File: src/rtl/x1_irq_daisy_ctrl_if.sv
// Bus bundle between the X1 interrupt daisy-chain controller and its surroundings:
// peripheral request/vector lines, the CPU control strobes it snoops, and the
// vector/ack/in-service outputs it drives back.
interface x1_irq_daisy_ctrl_if #(
   parameter int NSRC = 4
);
   logic                cep;
   logic [NSRC-1:0]     irq_req;
   logic [8*NSRC-1:0]   irq_vec;
   logic                m1_n;
   logic                mreq_n;
   logic                iorq_n;
   logic                rd_n;
   logic [7:0]          cpu_di;
   logic                int_n;
   logic [7:0]          vec_out;
   logic                vec_oe;
   logic [NSRC-1:0]     irq_ack;
   logic [NSRC-1:0]     in_service;

   // Controller side: consumes requests and CPU strobes, produces int/vector/ack
   modport slave (
      input  cep, irq_req, irq_vec, m1_n, mreq_n, iorq_n, rd_n, cpu_di,
      output int_n, vec_out, vec_oe, irq_ack, in_service
   );

   // Environment side: CPU wrapper plus peripherals
   modport master (
      output cep, irq_req, irq_vec, m1_n, mreq_n, iorq_n, rd_n, cpu_di,
      input  int_n, vec_out, vec_oe, irq_ack, in_service
   );
endinterface

File: src/rtl/x1_irq_daisy_ctrl.sv
// Z80 mode-2 interrupt daisy-chain emulation for the X1 core.
// Fixed-priority arbitration (index 0 highest), registered int_n, vector
// delivery during INTA, and RETI (ED 4D) snooping to retire in-service levels.
module x1_irq_daisy_ctrl #(
   parameter int          NSRC         = 4,
   parameter logic [7:0]  SPURIOUS_VEC = 8'hFF
) (
   input  logic                 clock,
   input  logic                 reset_n,
   x1_irq_daisy_ctrl_if.slave   bus
);

   typedef enum logic [1:0] {
      IDLE = 2'd0,
      ACK  = 2'd1,
      HOLD = 2'd2
   } StateT;

   StateT            r_state;
   StateT            w_stateNext;

   logic             r_intN;
   logic [7:0]       r_vecOut;
   logic             r_vecOe;
   logic [NSRC-1:0]  r_irqAck;
   logic [NSRC-1:0]  r_inService;
   logic             r_prevEd;
   logic             r_inFetch;
   logic [7:0]       r_opcode;

   logic [NSRC-1:0]  w_elig;
   logic             w_anyElig;
   logic [NSRC-1:0]  w_winOneHot;
   logic [7:0]       w_winVec;
   logic [NSRC-1:0]  w_isClear;
   logic [NSRC-1:0]  w_isSet;
   logic [NSRC-1:0]  w_isNext;
   logic [NSRC-1:0]  w_ackNext;
   logic [7:0]       w_vecOutNext;
   logic             w_vecOeNext;
   logic             w_inta;
   logic             w_fetch;
   logic             w_commit;
   logic             w_reti;

   assign w_inta   = ~bus.m1_n & ~bus.iorq_n;
   assign w_fetch  = ~bus.m1_n & ~bus.mreq_n & ~bus.rd_n & bus.iorq_n;
   assign w_commit = r_inFetch & bus.m1_n;
   assign w_reti   = w_commit & r_prevEd & (r_opcode == 8'h4D);

   // A request is eligible only if no level of equal or higher priority is in service
   always_comb begin
      logic masked;
      masked = 1'b0;
      w_elig = '0;
      for (int i = 0; i < NSRC; i++) begin
         masked    = masked | r_inService[i];
         w_elig[i] = bus.irq_req[i] & ~masked;
      end
   end

   assign w_anyElig = |w_elig;

   // Pick the lowest eligible index and its vector; nothing eligible yields the spurious vector
   always_comb begin
      logic found;
      found       = 1'b0;
      w_winOneHot = '0;
      w_winVec    = SPURIOUS_VEC;
      for (int i = 0; i < NSRC; i++) begin
         if (w_elig[i] && !found) begin
            found          = 1'b1;
            w_winOneHot[i] = 1'b1;
            w_winVec       = bus.irq_vec[8*i +: 8];
         end
      end
   end

   // A committed RETI retires the highest-priority (lowest-index) in-service level
   always_comb begin
      logic found;
      found     = 1'b0;
      w_isClear = '0;
      for (int i = 0; i < NSRC; i++) begin
         if (w_reti && r_inService[i] && !found) begin
            found        = 1'b1;
            w_isClear[i] = 1'b1;
         end
      end
   end

   // Clear from RETI is applied before the INTA set so a newly granted level always survives
   assign w_isNext = (r_inService & ~w_isClear) | w_isSet;

   // Acknowledge FSM next-state and next output values
   always_comb begin
      w_stateNext  = r_state;
      w_ackNext    = '0;
      w_isSet      = '0;
      w_vecOutNext = r_vecOut;
      w_vecOeNext  = r_vecOe;
      case (r_state)
         IDLE: begin
            if (w_inta) begin
               w_stateNext  = ACK;
               w_vecOutNext = w_winVec;
               w_vecOeNext  = 1'b1;
               w_ackNext    = w_winOneHot;
               w_isSet      = w_winOneHot;
            end
         end
         ACK: begin
            w_stateNext = HOLD;
            w_vecOeNext = 1'b1;
         end
         HOLD: begin
            if (bus.iorq_n) begin
               w_stateNext = IDLE;
               w_vecOeNext = 1'b0;
            end
         end
         default: begin
            w_stateNext = IDLE;
            w_vecOeNext = 1'b0;
         end
      endcase
   end

   // FSM state register, advancing only on CPU clock-enable edges
   always_ff @(posedge clock or negedge reset_n) begin
      if (!reset_n) begin
         r_state <= IDLE;
      end else if (bus.cep) begin
         r_state <= w_stateNext;
      end
   end

   // Registered interrupt line, vector, ack pulse and in-service flags
   always_ff @(posedge clock or negedge reset_n) begin
      if (!reset_n) begin
         r_intN      <= 1'b1;
         r_vecOut    <= 8'hFF;
         r_vecOe     <= 1'b0;
         r_irqAck    <= '0;
         r_inService <= '0;
      end else if (bus.cep) begin
         r_intN      <= ~w_anyElig;
         r_vecOut    <= w_vecOutNext;
         r_vecOe     <= w_vecOeNext;
         r_irqAck    <= w_ackNext;
         r_inService <= w_isNext;
      end
   end

   // Opcode snoop: capture the byte during a fetch, commit it when M1 goes high
   always_ff @(posedge clock or negedge reset_n) begin
      if (!reset_n) begin
         r_inFetch <= 1'b0;
         r_opcode  <= 8'h00;
         r_prevEd  <= 1'b0;
      end else if (bus.cep) begin
         if (w_fetch) begin
            r_inFetch <= 1'b1;
            r_opcode  <= bus.cpu_di;
         end else if (w_commit) begin
            r_inFetch <= 1'b0;
            r_prevEd  <= (r_opcode == 8'hED);
         end
      end
   end

   assign bus.int_n      = r_intN;
   assign bus.vec_out    = r_vecOut;
   assign bus.vec_oe     = r_vecOe;
   assign bus.irq_ack    = r_irqAck;
   assign bus.in_service = r_inService;

endmodule
File: src/flat_wrapper.sv
// flat-port wrapper written by rule: the top's interface ports become plain ports
module x1_irq_daisy_ctrl_flat 
#(
   parameter int          NSRC         = 4,
   parameter logic [7:0]  SPURIOUS_VEC = 8'hFF
)
  (clock, reset_n, bus_cep, bus_irq_req, bus_irq_vec, bus_m1_n, bus_mreq_n, bus_iorq_n, bus_rd_n, bus_cpu_di, bus_int_n, bus_vec_out, bus_vec_oe, bus_irq_ack, bus_in_service);
  x1_irq_daisy_ctrl_if #(.NSRC(NSRC)) bus_i ();
  input  logic clock;
  input  logic reset_n;
  input wire logic [$bits(bus_i.cep)-1:0] bus_cep;
  input wire logic [$bits(bus_i.irq_req)-1:0] bus_irq_req;
  input wire logic [$bits(bus_i.irq_vec)-1:0] bus_irq_vec;
  input wire logic [$bits(bus_i.m1_n)-1:0] bus_m1_n;
  input wire logic [$bits(bus_i.mreq_n)-1:0] bus_mreq_n;
  input wire logic [$bits(bus_i.iorq_n)-1:0] bus_iorq_n;
  input wire logic [$bits(bus_i.rd_n)-1:0] bus_rd_n;
  input wire logic [$bits(bus_i.cpu_di)-1:0] bus_cpu_di;
  output wire logic [$bits(bus_i.int_n)-1:0] bus_int_n;
  output wire logic [$bits(bus_i.vec_out)-1:0] bus_vec_out;
  output wire logic [$bits(bus_i.vec_oe)-1:0] bus_vec_oe;
  output wire logic [$bits(bus_i.irq_ack)-1:0] bus_irq_ack;
  output wire logic [$bits(bus_i.in_service)-1:0] bus_in_service;
  assign bus_i.cep = bus_cep;
  assign bus_i.irq_req = bus_irq_req;
  assign bus_i.irq_vec = bus_irq_vec;
  assign bus_i.m1_n = bus_m1_n;
  assign bus_i.mreq_n = bus_mreq_n;
  assign bus_i.iorq_n = bus_iorq_n;
  assign bus_i.rd_n = bus_rd_n;
  assign bus_i.cpu_di = bus_cpu_di;
  assign bus_int_n = bus_i.int_n;
  assign bus_vec_out = bus_i.vec_out;
  assign bus_vec_oe = bus_i.vec_oe;
  assign bus_irq_ack = bus_i.irq_ack;
  assign bus_in_service = bus_i.in_service;
  x1_irq_daisy_ctrl #(.NSRC(NSRC), .SPURIOUS_VEC(SPURIOUS_VEC)) u_core (.clock(clock), .reset_n(reset_n), .bus(bus_i));
endmodule
File: config.mk
export PLATFORM = sky130hd
export DESIGN_NAME = x1_irq_daisy_ctrl_flat
export DESIGN_NICKNAME = d
export VERILOG_FILES = /design/src/rtl/x1_irq_daisy_ctrl_if.sv /design/src/rtl/x1_irq_daisy_ctrl.sv /design/src/flat_wrapper.sv
export SDC_FILE = /design/constraint.sdc
export NUM_CORES = 1
export LEC_CHECK = 0
export ABC_CLOCK_PERIOD_IN_PS = 1800
export BUFFER_PORTS_ARGS = -buffer_cell sky130_fd_sc_hd__buf_2
export CAP_MARGIN = 15
export CORE_AREA = 10 10 68 70
export DETAILED_ROUTE_END_ITERATION = 10
export DIE_AREA = 0 0 78 80
export MAX_ROUTING_LAYER = met4
export PLACE_DENSITY = 0.84
export SYNTH_ARGS = -nofsm -noshare
export SYNTH_HDL_FRONTEND = slang
export SYNTH_SLANG_ARGS = --single-unit
File: constraint.sdc
create_clock -name clock -period 1.8 [get_ports clock]
set_input_delay 0.09 -clock clock [delete_from_list [all_inputs] [get_ports clock]]
set_output_delay 0.09 -clock clock [all_outputs]
set_load 0.01 [all_outputs]
==> run summary <==
The number of antenna diodes in the final layout is 0. Subtracting the final worst setup slack from the clock period gives 1560 ps. The initial antenna violation count was 0; the sink count of the clock tree was 30.

The tools report the area of the placeable core as 3280 um^2. The startpoint identified for the worst register-to-register timing path is u_core.bus.in_service[0]. Entering global routing, the biggest net connects 31 pins. Final hold slack: 28.6 ps. During placement, the flow inserted port buffers numbering 68. Total power for the finished layout comes to 1.58 mW.

For this design the ratio of total power to cell area is 735 nW/um^2. Detailed-route wire length per cell: 15.8 um. The biggest area contributor in the post-synthesis netlist is sky130_fd_sc_hd__dfrtp_1. For this configuration, the core starts out at a cell density of 44.4%. For this block, the initial DRC count from the detailed router was 77. IR analysis of the VDD net gives a maximum drop of 0.464 mV.

In the finished design, the share of the clock period the worst path needs comes to 86.7%. The startpoint identified for the worst hold timing path is bus_irq_vec[24]. The run gives 134 as the number of instances in the synthesized netlist. The analysis attributes to cell leakage a power of 0.977 nW. In this run the deepest clock path goes through 2 buffers.

The die covers 6240 um^2. In this run the post-CTS setup repair buffer count came out at 0. For the final routed database, the setup TNS stands at 0 ps.

The number of violations of the max-capacitance limit was 0; the number of cell instances on the worst register-to-register path was 4. Summed over all layers, the routed wires come to 4360 um. The total number of yosys warnings was 0. The initialized floorplan defines 21 standard-cell rows.

The depth of the worst hold-timing path works out to 3. From left edge to right edge, the die measures 78 um. The worst hold path belongs to the class in2reg. Global routing used 15.1% of the available tracks.

The commonest register cell after synthesis is sky130_fd_sc_hd__dfrtp_1. The post-route clock skew is 9.67 ps. For the pin with the worst max-slew slack, the measured transition is 660 ps. Summed over all layers, the global routing overflow is 0. The worst setup path is captured at a flip-flop. The clock-pin slew on the worst setup and hold paths was 100 ps.

The number of CTS-inserted buffers was 5; the biggest fanout along the worst timing path was 9. After legalization and detailed placement, the total HPWL measured 3300 um. Sorting the synthesized cells by area gives the leading types as sky130_fd_sc_hd__dfrtp_1 (36%), sky130_fd_sc_hd__dfstp_2 (16%), sky130_fd_sc_hd__mux2_2 (6.2%).

In this run the cell area of the synthesized design comes to 1460 um^2. The final count of hold timing violations was 0. The critical path is of the reg2reg type.

For the number of pins with negative max-slew slack in the final report, the log shows 0. In this run the count of I/O pins placed on the die edge is 69. The tools report the number of iterations in the first detailed-routing pass as 4. The logs give 641 MHz for the highest achievable clock rate and 2040 ps for the data required time of the critical path. Timing analysis after detailed placement gives a worst setup slack of 190 ps. The flow ran to the end, and the final reports show no timing, DRC or antenna violations.

For this run, design rule violations remaining after detail routing come to 0. The worst path setup slack after routing came out at 240 ps. The first global-routing pass estimated 7490 um of wire.

Leaving out fill and tap cells, the most frequent cell in the layout is sky130_fd_sc_hd__buf_2. TritonCTS built the clock tree. Relative slew slack: 56.0%. The layout overhead on the synthesized area came out at 47.3%. For the total vias in the final route, the log shows 1449.

The register-to-register setup slack came out at 240 ps. In this run the clock root is driven by a sky130_fd_sc_hd__clkbuf_4. STA classifies the critical path startpoint as a flip-flop. Counting flops with a built-in enable in the synthesized netlist gives 0. Data arrives at the worst endpoint at 1800 ps.

Sink of the worst hold path: u_core.bus.vec_out[0]. Setup violations remaining at the end of the flow were counted as 0. The library cells used most frequently in the layout, excluding fill and tap cells, are sky130_fd_sc_hd__buf_2 (68), sky130_fd_sc_hd__dlygate4sd3_1 (21), sky130_fd_sc_hd__dfrtp_1 (21).

The fraction of synthesized cell area taken by the top area cell type was 36.1%. The clock latency reported for the late side of the worst-skew pair is 320 ps, and the via count of the first global-routing pass is 1585. The run gives 0.775 as the placer's final routability congestion estimate. The proportion of synthesized flip-flops having asynchronous set or reset was 100%; the distinct cell type count after synthesis was 34.

Dividing the synthesized area by the synthesized cell count gives 10.9 um^2. The count of nets left with antenna violations once routing finished came out at 0. The post-synthesis sequential element count was 30; the per-cell via count in the routed design was 5.25. From bottom edge to top edge, the die measures 80 um. The endpoint identified for the worst register-to-register timing path is u_core.bus.vec_out[0].

The sequential cell area fraction in the yosys report is 52.3%, and the synthesized netlist net count is 185. The number of nets in the layout came out at 280. In the final layout, the share of cells above drive strength 1 is 43.9%. Setup repair after global routing left no endpoint under its margin. The clock tree synthesis step divided the H-tree into 2 levels.
-- sequential cells by signal, summed over array words and instances (netlist names) --
name	cells
u_core.r_opcode	8
u_core.r_state	2
u_core.r_prevEd	1
u_core.bus.vec_out	8
u_core.bus.int_n	1
u_core.bus.in_service	4
u_core.r_inFetch	1
u_core.bus.vec_oe	1
u_core.bus.irq_ack	4
-- worst max-delay path: stages (launching register included) --
cell,delay (ps)
sky130_fd_sc_hd__dfrtp_1,450
sky130_fd_sc_hd__nor4_4,390
sky130_fd_sc_hd__nand3b_1,330
sky130_fd_sc_hd__o221ai_1,190
sky130_fd_sc_hd__a31oi_1,120
-- report_power, final --
| part | internal, mW | switching [mW] | leakage (nW) |
|---|---|---|---|
| sequential | 0.740 | 0.0394 | 0.358 |
| clock | 0.332 | 0.227 | 0.0455 |
| combinational | 0.139 | 0.0995 | 0.574 |
| total | 1.21 | 0.366 | 0.977 |
-- area by class of cell --
type                    instances  area (um^2)
flip-flops and latches         30          762
repair buffers                 91          566
well taps                      46         57.6
multi-input cells              94          651
inverters                       7         26.3
fillers                       258         1140
clock inverters                 1         30.0
clock buffers                   7         55.1
-- cells by family (layout without fill, tap and decap cells) --
| group | after synthesis | after routing | synth area share (%) |
|---|---|---|---|
| muxes | 9 | 9 | 6.87 |
| AOI/OAI and AO/OA | 44 | 44 | 20.2 |
| buffers and inverters | 10 | 106 | 3.18 |
| DFF | 30 | 30 | 52.3 |
| and+or+nand+nor | 41 | 41 | 17.5 |
-- stage by stage --
| stage | util (%) | area [um^2] | std cells |
|---|---|---|---|
| 2_1_floorplan | - | 1460 | 134 |
| 3_3_place_gp | 56.3 | 1850 | 247 |
| 3_5_place_dp | 56.3 | 1850 | 247 |
| 4_1_cts | 65.3 | 2150 | 276 |
| 5_1_grt | 65.4 | 2150 | 276 |
| 6_report | 65.4 | 2150 | 276 |
-- cells in the mapped netlist, types with 2 or more instances --
library cell               count
sky130_fd_sc_hd__a21oi_1       3
sky130_fd_sc_hd__dfstp_2       9
sky130_fd_sc_hd__dfrtp_1      21
sky130_fd_sc_hd__nand4b_1      2
sky130_fd_sc_hd__nand3b_1      2
sky130_fd_sc_hd__nand2_1      20
sky130_fd_sc_hd__a31oi_1       8
sky130_fd_sc_hd__nand2b_1      2
sky130_fd_sc_hd__o22ai_1      12
sky130_fd_sc_hd__inv_1         7
sky130_fd_sc_hd__nor2_1        4
sky130_fd_sc_hd__o21ai_0       6
sky130_fd_sc_hd__mux2_2        8
sky130_fd_sc_hd__a21o_1        2
sky130_fd_sc_hd__nand3_1       2
sky130_fd_sc_hd__o221ai_1      8
-- worst max path at each step --
stage,start,to,cells after the start
final,u_core.bus.in_service[0],u_core.bus.vec_out[0],4
after floorplan,u_core.bus.in_service[0],u_core.bus.vec_out[0],5
after global placement,u_core.bus.in_service[0],u_core.bus.vec_out[6],4
after global routing,u_core.bus.in_service[0],u_core.bus.vec_out[7],4
after detailed placement,u_core.bus.in_service[0],u_core.bus.vec_out[7],4
after CTS,u_core.bus.in_service[0],u_core.bus.vec_out[7],4
-- what timing repair did --
action | 4_1_cts | 5_1_grt
endpoints found under the setup margin | 0 | 1
endpoints found under the hold margin | 38 | 0
hold buffers | 21 | 0
resized for setup | 0 | 1
-- routing by layer --
metal  up-vias  GRT usage, %  share of wire, %
met2        81          23.4                43
met5         -             -                 0
met4         0          3.94               1.2
met1       659          17.5                46
met3         6          6.53                10
li1        703             -                 -
Power figures use the tool's default switching activity.
